File: config.mk
export PLATFORM = sky130hd
export DESIGN_NAME = rv_lsu
export DESIGN_NICKNAME = d
export VERILOG_FILES = /design/src/rtl/rv_lsu.sv
export SDC_FILE = /design/constraint.sdc
export NUM_CORES = 1
export LEC_CHECK = 0
export BUFFER_PORTS_ARGS = -buffer_cell sky130_fd_sc_hd__buf_4
export CAP_MARGIN = 30
export CORE_MARGIN = 5
export CORE_UTILIZATION = 47
export CTS_CLUSTER_DIAMETER = 150
export DETAILED_ROUTE_END_ITERATION = 6
export GPL_TIMING_DRIVEN = 1
export PLACE_DENSITY = 0.88
export SLEW_MARGIN = 20
export SYNTH_ARGS = -nofsm -noshare
export SYNTH_HDL_FRONTEND = slang
export SYNTH_SLANG_ARGS = --single-unit
File: constraint.sdc
create_clock -name clk_i -period 2.43 [get_ports clk_i]
set_input_delay 0.243 -clock clk_i [delete_from_list [all_inputs] [get_ports clk_i]]
set_output_delay 0.243 -clock clk_i [all_outputs]
set_load 0.005 [all_outputs]
File: src/rtl/rv_lsu.sv
// Load-store unit: turns execute-stage load/store requests into word-aligned
// req/gnt/rvalid memory transactions and sign/zero-extends returned load data.

package rv_lsu_pkg;
   localparam logic [2:0] MEM_ACCESS_WORD  = 3'd0;
   localparam logic [2:0] MEM_ACCESS_HALF  = 3'd1;
   localparam logic [2:0] MEM_ACCESS_BYTE  = 3'd2;
   localparam logic [2:0] MEM_ACCESS_UHALF = 3'd3;
   localparam logic [2:0] MEM_ACCESS_UBYTE = 3'd4;
   localparam logic [2:0] MEM_ACCESS_DWORD = 3'd5;
   localparam logic [2:0] MEM_ACCESS_UWORD = 3'd6;
endpackage

module rv_lsu
   import rv_lsu_pkg::*;
#(
   parameter int unsigned TIMEOUT_CYCLES = 0
) (
   input  logic        clk_i,
   input  logic        arstn_i,
   input  logic        lsu_req_i,
   input  logic        lsu_we_i,
   input  logic [2:0]  lsu_size_i,
   input  logic [31:0] lsu_addr_i,
   input  logic [31:0] lsu_data_i,
   output logic [31:0] lsu_data_o,
   output logic        lsu_valid_o,
   output logic        lsu_stall_o,
   output logic        lsu_misaligned_o,
   output logic        lsu_illegal_o,
   output logic        lsu_fault_o,
   output logic        data_req_o,
   output logic        data_we_o,
   output logic [3:0]  data_be_o,
   output logic [31:0] data_addr_o,
   output logic [31:0] data_wdata_o,
   input  logic        data_gnt_i,
   input  logic        data_rvalid_i,
   input  logic [31:0] data_rdata_i
);

   typedef enum logic [1:0] {
      ST_IDLE = 2'd0,
      ST_REQ  = 2'd1,
      ST_WAIT = 2'd2
   } state_t;

   localparam logic        TO_EN   = (TIMEOUT_CYCLES != 0);
   localparam logic [31:0] TO_LAST = TO_EN ? 32'(TIMEOUT_CYCLES - 1) : 32'd0;

   function automatic logic [3:0] calc_be(input logic [2:0] size, input logic [1:0] off);
      case (size)
         MEM_ACCESS_HALF, MEM_ACCESS_UHALF: calc_be = 4'b0011 << off;
         MEM_ACCESS_BYTE, MEM_ACCESS_UBYTE: calc_be = 4'b0001 << off;
         default:                           calc_be = 4'b1111;
      endcase
   endfunction

   function automatic logic [31:0] calc_wdata(input logic [2:0] size, input logic [31:0] d);
      case (size)
         MEM_ACCESS_HALF, MEM_ACCESS_UHALF: calc_wdata = {2{d[15:0]}};
         MEM_ACCESS_BYTE, MEM_ACCESS_UBYTE: calc_wdata = {4{d[7:0]}};
         default:                           calc_wdata = d;
      endcase
   endfunction

   function automatic logic [31:0] load_ext(input logic [2:0] size, input logic [1:0] off,
                                            input logic [31:0] rdata);
      logic [31:0] s;
      s = rdata >> {off, 3'b000};
      case (size)
         MEM_ACCESS_BYTE:  load_ext = {{24{s[7]}}, s[7:0]};
         MEM_ACCESS_UBYTE: load_ext = {24'h000000, s[7:0]};
         MEM_ACCESS_HALF:  load_ext = {{16{s[15]}}, s[15:0]};
         MEM_ACCESS_UHALF: load_ext = {16'h0000, s[15:0]};
         default:          load_ext = rdata;
      endcase
   endfunction

   state_t      state_r;
   logic [31:0] cnt_r;
   logic [2:0]  size_r;
   logic [1:0]  off_r;
   logic        data_req_r;
   logic        data_we_r;
   logic [3:0]  data_be_r;
   logic [31:0] data_addr_r;
   logic [31:0] data_wdata_r;

   logic        illegal_s;
   logic        misalign_s;
   logic        idle_req_s;
   logic        accept_s;
   logic        granted_s;
   logic        done_s;
   logic        fault_s;
   logic [31:0] cnt_inc_s;

   // Size/alignment legality of the incoming request; illegal takes precedence.
   always_comb begin
      illegal_s  = 1'b0;
      misalign_s = 1'b0;
      case (lsu_size_i)
         MEM_ACCESS_WORD:  misalign_s = (lsu_addr_i[1:0] != 2'b00);
         MEM_ACCESS_HALF:  misalign_s = lsu_addr_i[0];
         MEM_ACCESS_UHALF: begin
            illegal_s  = lsu_we_i;
            misalign_s = lsu_addr_i[0];
         end
         MEM_ACCESS_BYTE:  illegal_s = 1'b0;
         MEM_ACCESS_UBYTE: illegal_s = lsu_we_i;
         default:          illegal_s = 1'b1;
      endcase
   end

   assign idle_req_s = (state_r == ST_IDLE) && lsu_req_i;
   assign accept_s   = idle_req_s && !illegal_s && !misalign_s;
   assign granted_s  = (state_r == ST_REQ) && data_gnt_i;
   assign done_s     = (state_r == ST_WAIT) && data_rvalid_i;
   // A grant or response arriving in the last allowed cycle wins over the timeout.
   assign fault_s    = TO_EN && ((state_r == ST_REQ) || (state_r == ST_WAIT)) &&
                       (cnt_r >= TO_LAST) && !granted_s && !done_s;
   assign cnt_inc_s  = TO_EN ? (cnt_r + 32'd1) : 32'd0;

   assign lsu_illegal_o    = idle_req_s && illegal_s;
   assign lsu_misaligned_o = idle_req_s && !illegal_s && misalign_s;
   assign lsu_fault_o      = fault_s;
   assign lsu_valid_o      = done_s && !data_we_r;
   assign lsu_data_o       = lsu_valid_o ? load_ext(size_r, off_r, data_rdata_i) : 32'h0000_0000;
   assign lsu_stall_o      = accept_s ||
                             ((state_r == ST_REQ) && !fault_s) ||
                             ((state_r == ST_WAIT) && !done_s && !fault_s);

   assign data_req_o   = data_req_r;
   assign data_we_o    = data_we_r;
   assign data_be_o    = data_be_r;
   assign data_addr_o  = data_addr_r;
   assign data_wdata_o = data_wdata_r;

   // Transaction FSM with registered memory-port outputs and timeout counter.
   always_ff @(posedge clk_i or negedge arstn_i) begin
      if (!arstn_i) begin
         state_r      <= ST_IDLE;
         cnt_r        <= 32'd0;
         size_r       <= 3'd0;
         off_r        <= 2'd0;
         data_req_r   <= 1'b0;
         data_we_r    <= 1'b0;
         data_be_r    <= 4'd0;
         data_addr_r  <= 32'd0;
         data_wdata_r <= 32'd0;
      end else begin
         case (state_r)
            ST_IDLE: begin
               cnt_r <= 32'd0;
               if (accept_s) begin
                  state_r      <= ST_REQ;
                  data_req_r   <= 1'b1;
                  data_we_r    <= lsu_we_i;
                  data_be_r    <= calc_be(lsu_size_i, lsu_addr_i[1:0]);
                  data_addr_r  <= {lsu_addr_i[31:2], 2'b00};
                  data_wdata_r <= calc_wdata(lsu_size_i, lsu_data_i);
                  size_r       <= lsu_size_i;
                  off_r        <= lsu_addr_i[1:0];
               end
            end
            ST_REQ: begin
               if (granted_s) begin
                  state_r    <= ST_WAIT;
                  data_req_r <= 1'b0;
                  cnt_r      <= cnt_inc_s;
               end else if (fault_s) begin
                  state_r    <= ST_IDLE;
                  data_req_r <= 1'b0;
                  cnt_r      <= 32'd0;
               end else begin
                  cnt_r <= cnt_inc_s;
               end
            end
            ST_WAIT: begin
               if (done_s || fault_s) begin
                  state_r <= ST_IDLE;
                  cnt_r   <= 32'd0;
               end else begin
                  cnt_r <= cnt_inc_s;
               end
            end
            default: begin
               state_r    <= ST_IDLE;
               data_req_r <= 1'b0;
               cnt_r      <= 32'd0;
            end
         endcase
      end
   end

endmodule

# Yosys cells after proc, flatten, opt, wreduce, memory -nomap -nowiden

Index checks and enable logic that the tools add are counted.
Widths: inputs -> output; s select.

Shift operators: 3
Mux-type cells: 13
Reduce and logical (&&, ||, !) cells: 25
Bitwise gates (word level): 1
Equal/unequal tests: 13

Operators by type and width:

| cell                | number |
|---|---|
| $pmux 32 s4         | 1 |
| $pmux 32 s2         | 1 |
| $mux 32             | 1 |
| $shr 32x5->16       | 1 |
| $eq 3x2->1 const B  | 4 |
| $logic_and 1x1->1   | 9 |
| $pmux 4 s2          | 1 |
| $eq 3x1->1 const B  | 2 |
| $eq 3x3->1 const B  | 2 |
| $mux 2              | 3 |
| $ne 2x2->1 const B  | 3 |
| $pmux 2 s3          | 1 |
| $reduce_and 3->1    | 2 |
| $reduce_or 2->1     | 3 |
| $logic_not 1->1     | 4 |
| $pmux 1 s2          | 2 |
| $shl 1x2->4 const A | 1 |
| $shl 2x2->4 const A | 1 |
| $logic_not 3->1     | 1 |
| $pmux 1 s3          | 1 |
| $reduce_or 3->1     | 1 |
| $eq 2x1->1 const B  | 1 |
| $eq 2x2->1 const B  | 1 |
| $logic_not 2->1     | 1 |
| other kinds (5)     | 7 |

Bits in registers: 75

# Logic depth before layout (Yosys ltp)

Gate-level depths: netlist of the first run.

Depth after elaboration: 8
Gate-level depth with buffers: 7

# Worst setup path before layout of the first run

No wires, ideal clock.

Path type: reg-to-output
Start: register off_r[1]
End: output port lsu_data_o[21]
Slack: 0.505 ns
Stages on the path, launching flop included: 6
Data arrival time: 1.682 ns
Cells stage by stage: dfrtp_1 mux4_2 a221oi_2 a31oi_2 buf_6 o21a_1

Cells in the longest elaborated chain, start to end: 3

RTL lines:

| element                  | line | RTL |
|---|---|---|
| start: declaration       | 83   | `logic [1:0] off_r;` |
| start signal: assignment | 164  | `off_r <= lsu_addr_i[1:0];` |
| $shr 32x5->16            | 70   | `s = rdata >> {off, 3'b000};` |
| $pmux 32 s4              | 71   | `case (size)` |
| $mux 32                  | 129  | `assign lsu_data_o = lsu_valid_o ? load_ext(size_r, off_r, data_rdata_i) : 32'h0000_0000;` |
| end: declaration         | 26   | `output logic [31:0] lsu_data_o,` |

No other way between the ends.

# Worst setup path after layout of the first run

Start: register off_r[1]
End: output port lsu_data_o[30]

Same word-level chain as after synthesis.

==> results of run 1 <==
## kinds of logic (layout without fill, tap and decap cells)
kind of cell           count (synthesis)  after routing  share of synthesized area, %
buffers and inverters                 36            248                          5.02
flip-flops                            75             75                          43.8
AND/OR/NAND/NOR                       45             45                          5.67
other                                  1              3                        0.0875
multiplexers                         114            114                          29.5
AO/OA/AOI/OAI                         94             94                          15.5
XOR/XNOR                               2              2                         0.409
## final timing paths
| check | from | endpoint | depth (start not counted) |
|---|---|---|---|
| max in group asynchronous | arstn_i | data_addr_o[6] | 3 |
| min in group asynchronous | arstn_i | data_wdata_o[11] | 2 |
| min reg2reg | data_wdata_o[21] | data_wdata_o[21] | 1 |
| max reg2reg | state_r[0] | data_addr_o[6] | 4 |
| max | off_r[1] | lsu_data_o[30] | 6 |
| min | lsu_addr_i[11] | data_addr_o[11] | 2 |
## layout by cell type, fill, tap and decap left out, types with 8 or more instances in the layout
master     instances
buf_6              8
o21ai_0           14
a22o_1             8
o22ai_1            8
buf_4            214
nand2_1           13
clkbuf_8           9
nor2_1            11
mux2_2            42
o2bb2ai_1         14
a22oi_1            8
dfrtp_1           75
mux2i_1           25
mux2_1            46
o21a_1            17
a21oi_1           18
## sequential cells by signal, indices dropped and copies added, names as in the netlist
signal        count
data_req_o        1
size_r            3
data_addr_o      30
state_r           2
data_wdata_o     32
off_r             2
data_we_o         1
data_be_o         4
## per-stage QoR
stage / instance area [sq um] / setup WS, ps / hold WS, ps / TNS, ps / total power (uW)
finish: 6240 / 78.1 / 108 / 0 / 5730
global route: 6240 / -29.0 / 85.4 / -189 / 6070
CTS: 6170 / 4.69 / 59.8 / 0 / 5740
detailed placement: 5920 / 344 / 442 / 0 / 4530
global placement: 5920 / 380 / 426 / 0 / 4410
floorplan: 4290 / 505 / -52.6 / 0 / 3190
## final cells by class
type                    count  area [sq um]  share of cell area, %
clock buffers               9           124                   1.99
clock inverters             7           124                   1.99
inverters                   8          30.0                  0.481
multi-input cells         258          2210                   35.5
flip-flops and latches     75          1880                   30.1
well taps                 108           135                   2.17
repair buffers            224          1730                   27.8
## Yosys cell counts, drive strengths merged, types with 3 or more instances
cell     instances
mux2            88
dfrtp           75
mux2i           25
buf             19
a21oi           18
o21a            17
o21ai           14
o2bb2ai         14
nand2           13
nor2            12
clkbuf           9
a22o             8
a22oi            8
o22ai            8
inv              6
nor2b            4
nand2b           3
## layer usage
layer,track usage (%),vias up
met5,0,-
met2,43.5,192
li1,-,1761
met4,6.19,0
met3,8.25,17
met1,25.9,1905
## report_power, final
part	leakage, uW	switching [uW]	internal, uW
Sequential	0.000883	321	1760
Clock	0.000120	500	691
Combinational	0.00194	1080	1380
## timing repair
item,4_1_cts,5_1_grt
hold buffers,0,1
pin swaps,0,1
hold endpoints to repair,0,24
gates cloned,0,0
endpoints found under the setup margin,12,16
resized for setup,1,8
==> results.yml, run 1 <==
routing:
  viasPerCell: 5.62
  met1_length_um: 4920
  vias: 3875
  wl_per_cell_um: 19.7
  wl_met2_um: 7080
  drt-total-wl_um: 13600
  top_layer: "met4"
  drtAntennaViolNets: 0
  wl_met3_um: 1350
  drc_errors: 0
  dr.pass1.iters: 4
  drt_iter0_markers: 147
global_routing:
  grt_pass1_vias: 4182
  grt_overflow: 0
  grt_usage_pct: 23.7
  grt_start_max_net_pins: 76
  antenna_found_initial: 0
  grt_pass1_wl_um: 21400
worst_setup_path:
  cp-end-kind: "output port"
  cpPeakStageDelay_ps: 560
  arrival_ps: 2110
  r2r_slack_ps: 480
  crit_path_cell_trace: "mux4_2, a221oi_2, a31oi_2, buf_6, o21a_1, buf_4"
  critPathBufInv: 2
  critPathTopFamily: "multiplexers"
  slowest_stage: "mux4_2"
  critPathLaunchType: "flip-flop"
  crit_type: "flip-flop to output port"
  cp_max_fo: 16
  critPathRequiredTime_ps: 2190
synth:
  yosysTopAreaCellShare_pct: 43.8
  synth.largest_area_cell: "dfrtp_1"
  ys_types: 42
  syn_avg_cell_area_sq_um: 11.7
  synth_ff_type: "dfrtp_1"
  synthCells: 367
  ys_seq_area_share_pct: 43.8
  async_flop_share_pct: 100
  syn_area_sq_mm: 0.00428
  yosys_warnings: 0
  synthTopCellsByArea: "dfrtp_1, mux2_1, mux2_2"
  ys_ff_latch: 75
  synth_edf_count: 0
cts:
  htree_levels: 3
  cts.sinks: 75
  cts-root-buf: "clkbuf_8"
  cts_buffers: 9
  clk_latency_ps: 340
  clk_path_buf_depth: 2
  clkTransAtPathRegs_ps: 80
  cts_tree: "yes"
  cts_setup_buffers: 0
final_layout:
  fin_nets: 681
  fin_cells: 689
  diodes: 0
  fillers: 617
  post-route-util_pct: 70.8
  area_growth_pct: 45.6
  drive_gt1_share_pct: 50.4
placement:
  post-dp-hpwl_um: 10000
  gp_congestion: 0.820
  placedCellCount: 671
  port-buffer-count: 208
floorplan:
  pin_count: 212
  initial_core_util_pct: 48.7
  die_h_um: 105
  core_area_sq_mm: 0.00881
  die-area_sq_mm: 0.0111
  die_w_um: 105
  rows: 34
pwr:
  powerDensity_mw_per_mm2: 919
  p_leak_uw: 0.00295
  irDropWorstVdd_uv: 599
timing:
  rsz0062_at_grt: "true"
  skew_ps: 8.42
  fin_crit_ps: 2350
  max_freq_mhz: 425
  slew_violations: 0
  slew_headroom_pct: 51.5
  worst_pin_slew_ps: 727
  fin_crit_sh_pct: 96.8
  hold_violations: 0
  setup_viol: 0
worst_hold_path:
  hold_path_class: "input port to flip-flop"
outcome:
  status: "finished, final reports clean"
flow_run:
  drv_cap: 0
No activity file was read; power rests on OpenSTA's default activity.
==> run 2, diff against run 1 <==
ABC_AREA = 1   (was default)
CORE_MARGIN = 1.5   (was 5)
CORE_UTILIZATION = 46   (was 47)
HOLD_SLACK_MARGIN = 0.03   (was default)
PLACE_DENSITY = 0.86   (was 0.88)
==> run 2 against run 1 <==
  * Non-clock buffer count fell by 5
  * Total power rose by 1.1%
  * Sequential cell count did not move
  * Sequential share of layout area rose by 0.85 points
  * Synthesized area fell by 0.64%
  * Utilization fell by 2.3 points
  * Setup slack improved by 140 ps
  * Critical path depth rose by 1
  * Register-to-register slack improved by 140 ps
  * Clock skew rose by 6.3 ps
  * Critical endpoint is now lsu_data_o[9]
  * Largest cell class unchanged
==> results.yml, run 2 <==
final_layout:
  diodes: 0
  design_area_sq_mm: 0.00607
  fin_cells: 946
  drive_gt1_share_pct: 28.9
  largest_reg_flops: 32
  fin_nets: 938
  post-route-util_pct: 68.6
  final_cell_mix: "nand2_1, buf_4, dfrtp_1, nand3_1, nor2_1"
  final_common_cell: "nand2_1"
  area_growth_pct: 42.5
routing:
  drt-total-wl_um: 13800
  wl_per_cell_um: 14.6
  drc_errors: 0
  dr.pass1.iters: 7
  viasPerCell: 5.24
  drtAntennaViolNets: 0
  drt_iter0_markers: 274
  vias: 4957
synth:
  ys_ff_latch: 75
  ys_top_cells_by_count: "nand2_1, dfrtp_1, nand3_1"
  synth_edf_count: 0
  yosys_warnings: 0
  synthTopCellsByArea: "dfrtp_1, nand2_1, nand3_1"
  syn_area_sq_mm: 0.00426
  synthCells: 638
  syn_avg_cell_area_sq_um: 6.67
  yosys.cell_count.top_type: "nand2_1"
  ys_types: 21
  synth_ff_type: "dfrtp_1"
  ys_seq_area_share_pct: 44.1
  async_flop_share_pct: 100
  yosysTopAreaCellShare_pct: 44.1
  synth.largest_area_cell: "dfrtp_1"
pwr:
  p_leak_uw: 0.00352
  powerDensity_mw_per_mm2: 955
  irDropWorstVdd_uv: 643
worst_setup_path:
  cp_max_fo: 28
  crit_path_cell_trace: "inv_1, nand2_1, nand3_2, buf_4, o21ai_0, a21oi_1, buf_4"
  r2r-end: "data_be_o[2]"
  slowest_stage: "dfrtp_1"
  cpPeakStageDelay_ps: 410
  startpoint: "size_r[2]"
  cp_common_cell: "buf_4"
  ff2ff_path_depth: 6
  critPathLaunchType: "flip-flop"
  endpoint: "lsu_data_o[9]"
  reg2reg_from: "state_r[1]"
  r2r_slack_ps: 620
  critPathRequiredTime_ps: 2190
  cp-end-kind: "output port"
  arrival_ps: 1960
  crit_type: "flip-flop to output port"
timing:
  slew_headroom_pct: 57.1
  setup_viol: 0
  skew_ps: 14.7
  setup_ws_ps: 222
  worst_pin_slew_ps: 642
  max_freq_mhz: 453
  hold_violations: 0
  fin_crit_sh_pct: 90.9
  slew_violations: 0
  final.setup.tns_ps: 0
  rsz0062_at_grt: "false"
  fin_crit_ps: 2210
cts:
  cts_buffers: 9
  clk_latency_ps: 350
  clkTransAtPathRegs_ps: 100
  cts.sinks: 75
  clk_path_buf_depth: 2
  htree_levels: 3
  cts-root-buf: "clkbuf_8"
  cts_setup_buffers: 0
  cts_tree: "yes"
floorplan:
  die-area_sq_mm: 0.00984
  rows: 34
  pin_count: 212
  die_w_um: 99.2
  initial_core_util_pct: 48.1
  die_h_um: 99.2
  core_area_sq_mm: 0.00885
worst_hold_path:
  min_from: "lsu_addr_i[23]"
  hold_path_class: "input port to flip-flop"
placement:
  dpl_cell_area_sq_mm: 0.00582
  post-dp-hpwl_um: 10100
  pre_cts_slack_ps: 446
  port-buffer-count: 208
  gp_congestion: 1.00
  placedCellCount: 928
global_routing:
  grt_usage_pct: 27.9
  grt_overflow: 0
  grt_start_max_net_pins: 76
  antenna_found_initial: 0
  grt_pass1_wl_um: 22200
  grt_pass1_vias: 4774
flow_run:
  drv_cap: 0
outcome:
  status: "finished, final reports clean"
==> run 2: cell count changes after synthesis, moves of 29 or more <==
cell,change
inv_1,+32
mux2_1,-46
mux2_2,-42
nand2_1,+285
nand3_1,+55
nor2_1,+38
o21ai_0,+29
==> run 2: stage by stage <==
step / hold WS (ps) / power (uW)
global route: 76.7 / 6220
detailed placement: 441 / 4740
global placement: 437 / 4620
finish: 75.6 / 5790
floorplan: -52.6 / 3420
CTS: 63.1 / 5780
==> run 2: per-layer routing <==
| layer | vias to the layer above | GRT usage (%) | part of all wire, % |
|---|---|---|---|
| met2 | 279 | 50.8 | 51 |
| li1 | 2374 | - | - |
| met3 | 20 | 6.75 | 9.7 |
| met5 | - | 0 | 0 |
| met1 | 2284 | 32.1 | 38 |
| met4 | 0 | 9.64 | 1.7 |
==> run 2: worst min path at each step <==
| stage | to | depth (start not counted) |
|---|---|---|
| 2_1_floorplan | data_addr_o[10] | 0 |
| 3_3_place_gp | data_addr_o[24] | 1 |
| 3_5_place_dp | data_addr_o[27] | 3 |
| 4_1_cts | data_addr_o[24] | 1 |
| 5_1_grt | data_addr_o[23] | 3 |
| 6_report | data_addr_o[23] | 3 |
==> run 2: timing repair <==
| action | CTS | global route |
|---|---|---|
| gates resized for setup | 0 | 3 |
| hold buffers | 0 | 1 |
| hold endpoints to repair | 0 | 32 |
| setup endpoints to repair | 0 | 26 |
==> run 2: cells by family (layout without fill, tap and decap cells) <==
kind of cell | count (synthesis) | after routing | synth area share [%]
AO/OA/AOI/OAI | 75 | 75 | 8.82
buffers and inverters | 77 | 275 | 8.67
flip-flops | 75 | 75 | 44.1
other | 1 | 3 | 0.0881
AND/OR/NAND/NOR | 410 | 410 | 38.3
==> run 2: layout make-up <==
type / instances / area (sq um)
clock inverters: 7 / 82.6
flip-flops and latches: 75 / 1880
repair buffers: 219 / 1670
clock buffers: 9 / 124
inverters: 40 / 153
well taps: 108 / 135
multi-input cells: 488 / 2020
fillers: 736 / 2780
==> run 2: worst max-delay path, delay by kind of cell (launching register included) <==
kind | cells | cell delay [ps]
AND/OR/NAND/NOR | 2 | 330
buffers and inverters | 3 | 540
AO/OA/AOI/OAI | 2 | 330
flip-flops | 1 | 410
==> run 2: where the power goes <==
part	leakage, uW	internal (uW)	switching [uW]
Sequential	0.000934	1760	339
Clock	0.0000988	493	529
Combinational	0.00248	1240	1430
==> run 3, diff against run 2 <==
CELL_PAD_IN_SITES_DETAIL_PLACEMENT = 0   (was default)
CELL_PAD_IN_SITES_GLOBAL_PLACEMENT = 1   (was default)
CORE_UTILIZATION = 31   (was 46)
PLACE_DENSITY = 0.87   (was 0.86)
==> run 3 against run 2 <==
  * Clock skew down 6.1 ps
  * Cell area up 3.5%
  * Clock power up 36%
  * Critical endpoint is now lsu_stall_o
  * Critical path depth down 2
  * Count of clock-buffer cells in the layout up 1
  * Setup slack worse by 90 ps
  * Total power up 5.9%
  * Combinational power about the same
  * Sequential power about the same
  * Die area up 47%
==> results.yml, run 3 (same netlist as run 2, synthesis figures left out) <==
timing:
  rsz0062_at_grt: "false"
  max_freq_mhz: 435
  slew_headroom_pct: 43.2
  setup_viol: 0
  fin_crit_ps: 2300
  hold_violations: 0
  skew_ps: 8.62
  final.setup.tns_ps: 0
  fin_crit_sh_pct: 94.6
  worst_pin_slew_ps: 851
  slew_violations: 0
cts:
  clk_path_buf_depth: 2
  cts_tree: "yes"
  htree_levels: 3
  cts_buffers: 9
  cts_setup_buffers: 0
  clk_latency_ps: 330
  cts-root-buf: "clkbuf_16"
  clkTransAtPathRegs_ps: 60
  cts.sinks: 75
routing:
  dr.pass1.iters: 4
  viasPerCell: 4.49
  drtAntennaViolNets: 0
  vias: 4567
  wl_per_cell_um: 13.9
  drt_iter0_markers: 262
  drc_errors: 0
  drt-total-wl_um: 14100
pwr:
  powerDensity_mw_per_mm2: 977
  p_leak_uw: 0.00359
  irDropWorstVdd_uv: 485
global_routing:
  antenna_found_initial: 0
  gr-usage-met1_pct: 25.3
  top_usage_layer: "met2"
  grt_pass1_vias: 4453
  grt_usage_pct: 19.8
  grt_util_met3_pct: 6.37
  grt_overflow: 0
  grt_start_max_net_pins: 85
  grt_use_met2_pct: 32.6
  grt_pass1_wl_um: 22700
final_layout:
  diodes: 0
  fin_nets: 942
  area_growth_pct: 47.5
  drive_gt1_share_pct: 29.1
  largest_reg_flops: 32
  final_common_cell: "nand2_1"
  final_cell_mix: "nand2_1, buf_4, dfrtp_1, nand3_1, nor2_1"
  fin_cells: 1018
floorplan:
  die-area_sq_mm: 0.0144
  core_area_sq_mm: 0.0133
  die_w_um: 120
  die_h_um: 120
  rows: 42
  pin_count: 212
  initial_core_util_pct: 31.9
placement:
  post-dp-hpwl_um: 10300
  port-buffer-count: 208
  gp_congestion: 0.838
  placedCellCount: 1001
worst_setup_path:
  cp-end-kind: "output port"
  critPathLaunchType: "flip-flop"
  critPathRequiredTime_ps: 2190
  reg2reg_from: "state_r[1]"
  cp_max_fo: 84
  endpoint: "lsu_stall_o"
  r2r-end: "data_wdata_o[9]"
  ff2ff_path_depth: 6
  startpoint: "state_r[1]"
  crit_type: "flip-flop to output port"
  r2r_slack_ps: 610
  arrival_ps: 2050
outcome:
  status: "finished, final reports clean"
worst_hold_path:
  hold_path_class: "input port to flip-flop"
  holdPathStages: 3
flow_run:
  drv_cap: 0
[run 3: cell types whose count changed in the layout (fill, tap and decap cells not counted)]
| cell | before | now |
|---|---|---|
| inv_6 | 3 | 1 |
| buf_4 | 216 | 220 |
| clkbuf_16 | 0 | 9 |
| clkinv_2 | 0 | 1 |
| inv_4 | 1 | 0 |
| clkbuf_8 | 9 | 1 |
| clkinv_4 | 0 | 2 |
| nand3_2 | 2 | 1 |
| clkinvlp_4 | 2 | 0 |
| inv_2 | 2 | 3 |
| nand3_1 | 56 | 57 |
[run 3: through the flow]
step                      cell area [sq um]  power, uW  hold WS (ps)  util (%)  worst slack (ps)
after floorplan                        4260       3420         -52.6         -               903
after global placement                 5960       4780           258      44.6               351
after detailed placement               5960       4790           259      44.6               349
after CTS                              6280       6220          88.7      47.0               116
after global routing                   6280       6640          91.1      47.0              19.5
final                                  6280       6130           101      47.0               132
[run 3: worst min path at each step]
stage          slack (ps)            from                to
4_1_cts                90  lsu_addr_i[28]   data_addr_o[28]
3_5_place_dp          260         arstn_i  data_wdata_o[24]
5_1_grt                90  lsu_addr_i[11]   data_addr_o[11]
6_report              100   lsu_addr_i[4]    data_addr_o[4]
3_3_place_gp          260         arstn_i  data_wdata_o[24]
2_1_floorplan         -50         arstn_i   data_addr_o[10]
[run 3: power breakdown]
group	internal [uW]	switching (uW)	total [uW]	leakage (uW)
Clock	836	555	1390	0.000155
Sequential	1760	327	2090	0.000934
Combinational	1250	1400	2660	0.00250
[run 3: routing by layer]
metal | up-vias | share of wire (%) | wire (um)
met5 | - | 0 | 0
met4 | 0 | 0.83 | 118
met3 | 9 | 9.4 | 1330
met2 | 167 | 46 | 6440
met1 | 2008 | 44 | 6260
li1 | 2383 | - | -
[run 3: cell type report]
cell class	count	area (sq um)
clock buffer	10	239
clock inverter	6	72.6
fill	1439	7070
inverter	40	150
multi-input combinational	488	2020
sequential	75	1880
tap	176	220
timing repair buffer	223	1700
[run 3: critical path: stages, from the launching register on]
cell	delay, ps
dfrtp_1	430
nor3b_1	420
nand3_2	140
buf_4	400
nand3_1	170
buf_4	130
[run 3: repair_timing]
item                                   CTS  global route
hold buffers                             1             0
resized for setup                        0             0
endpoints found under the hold margin   36             0
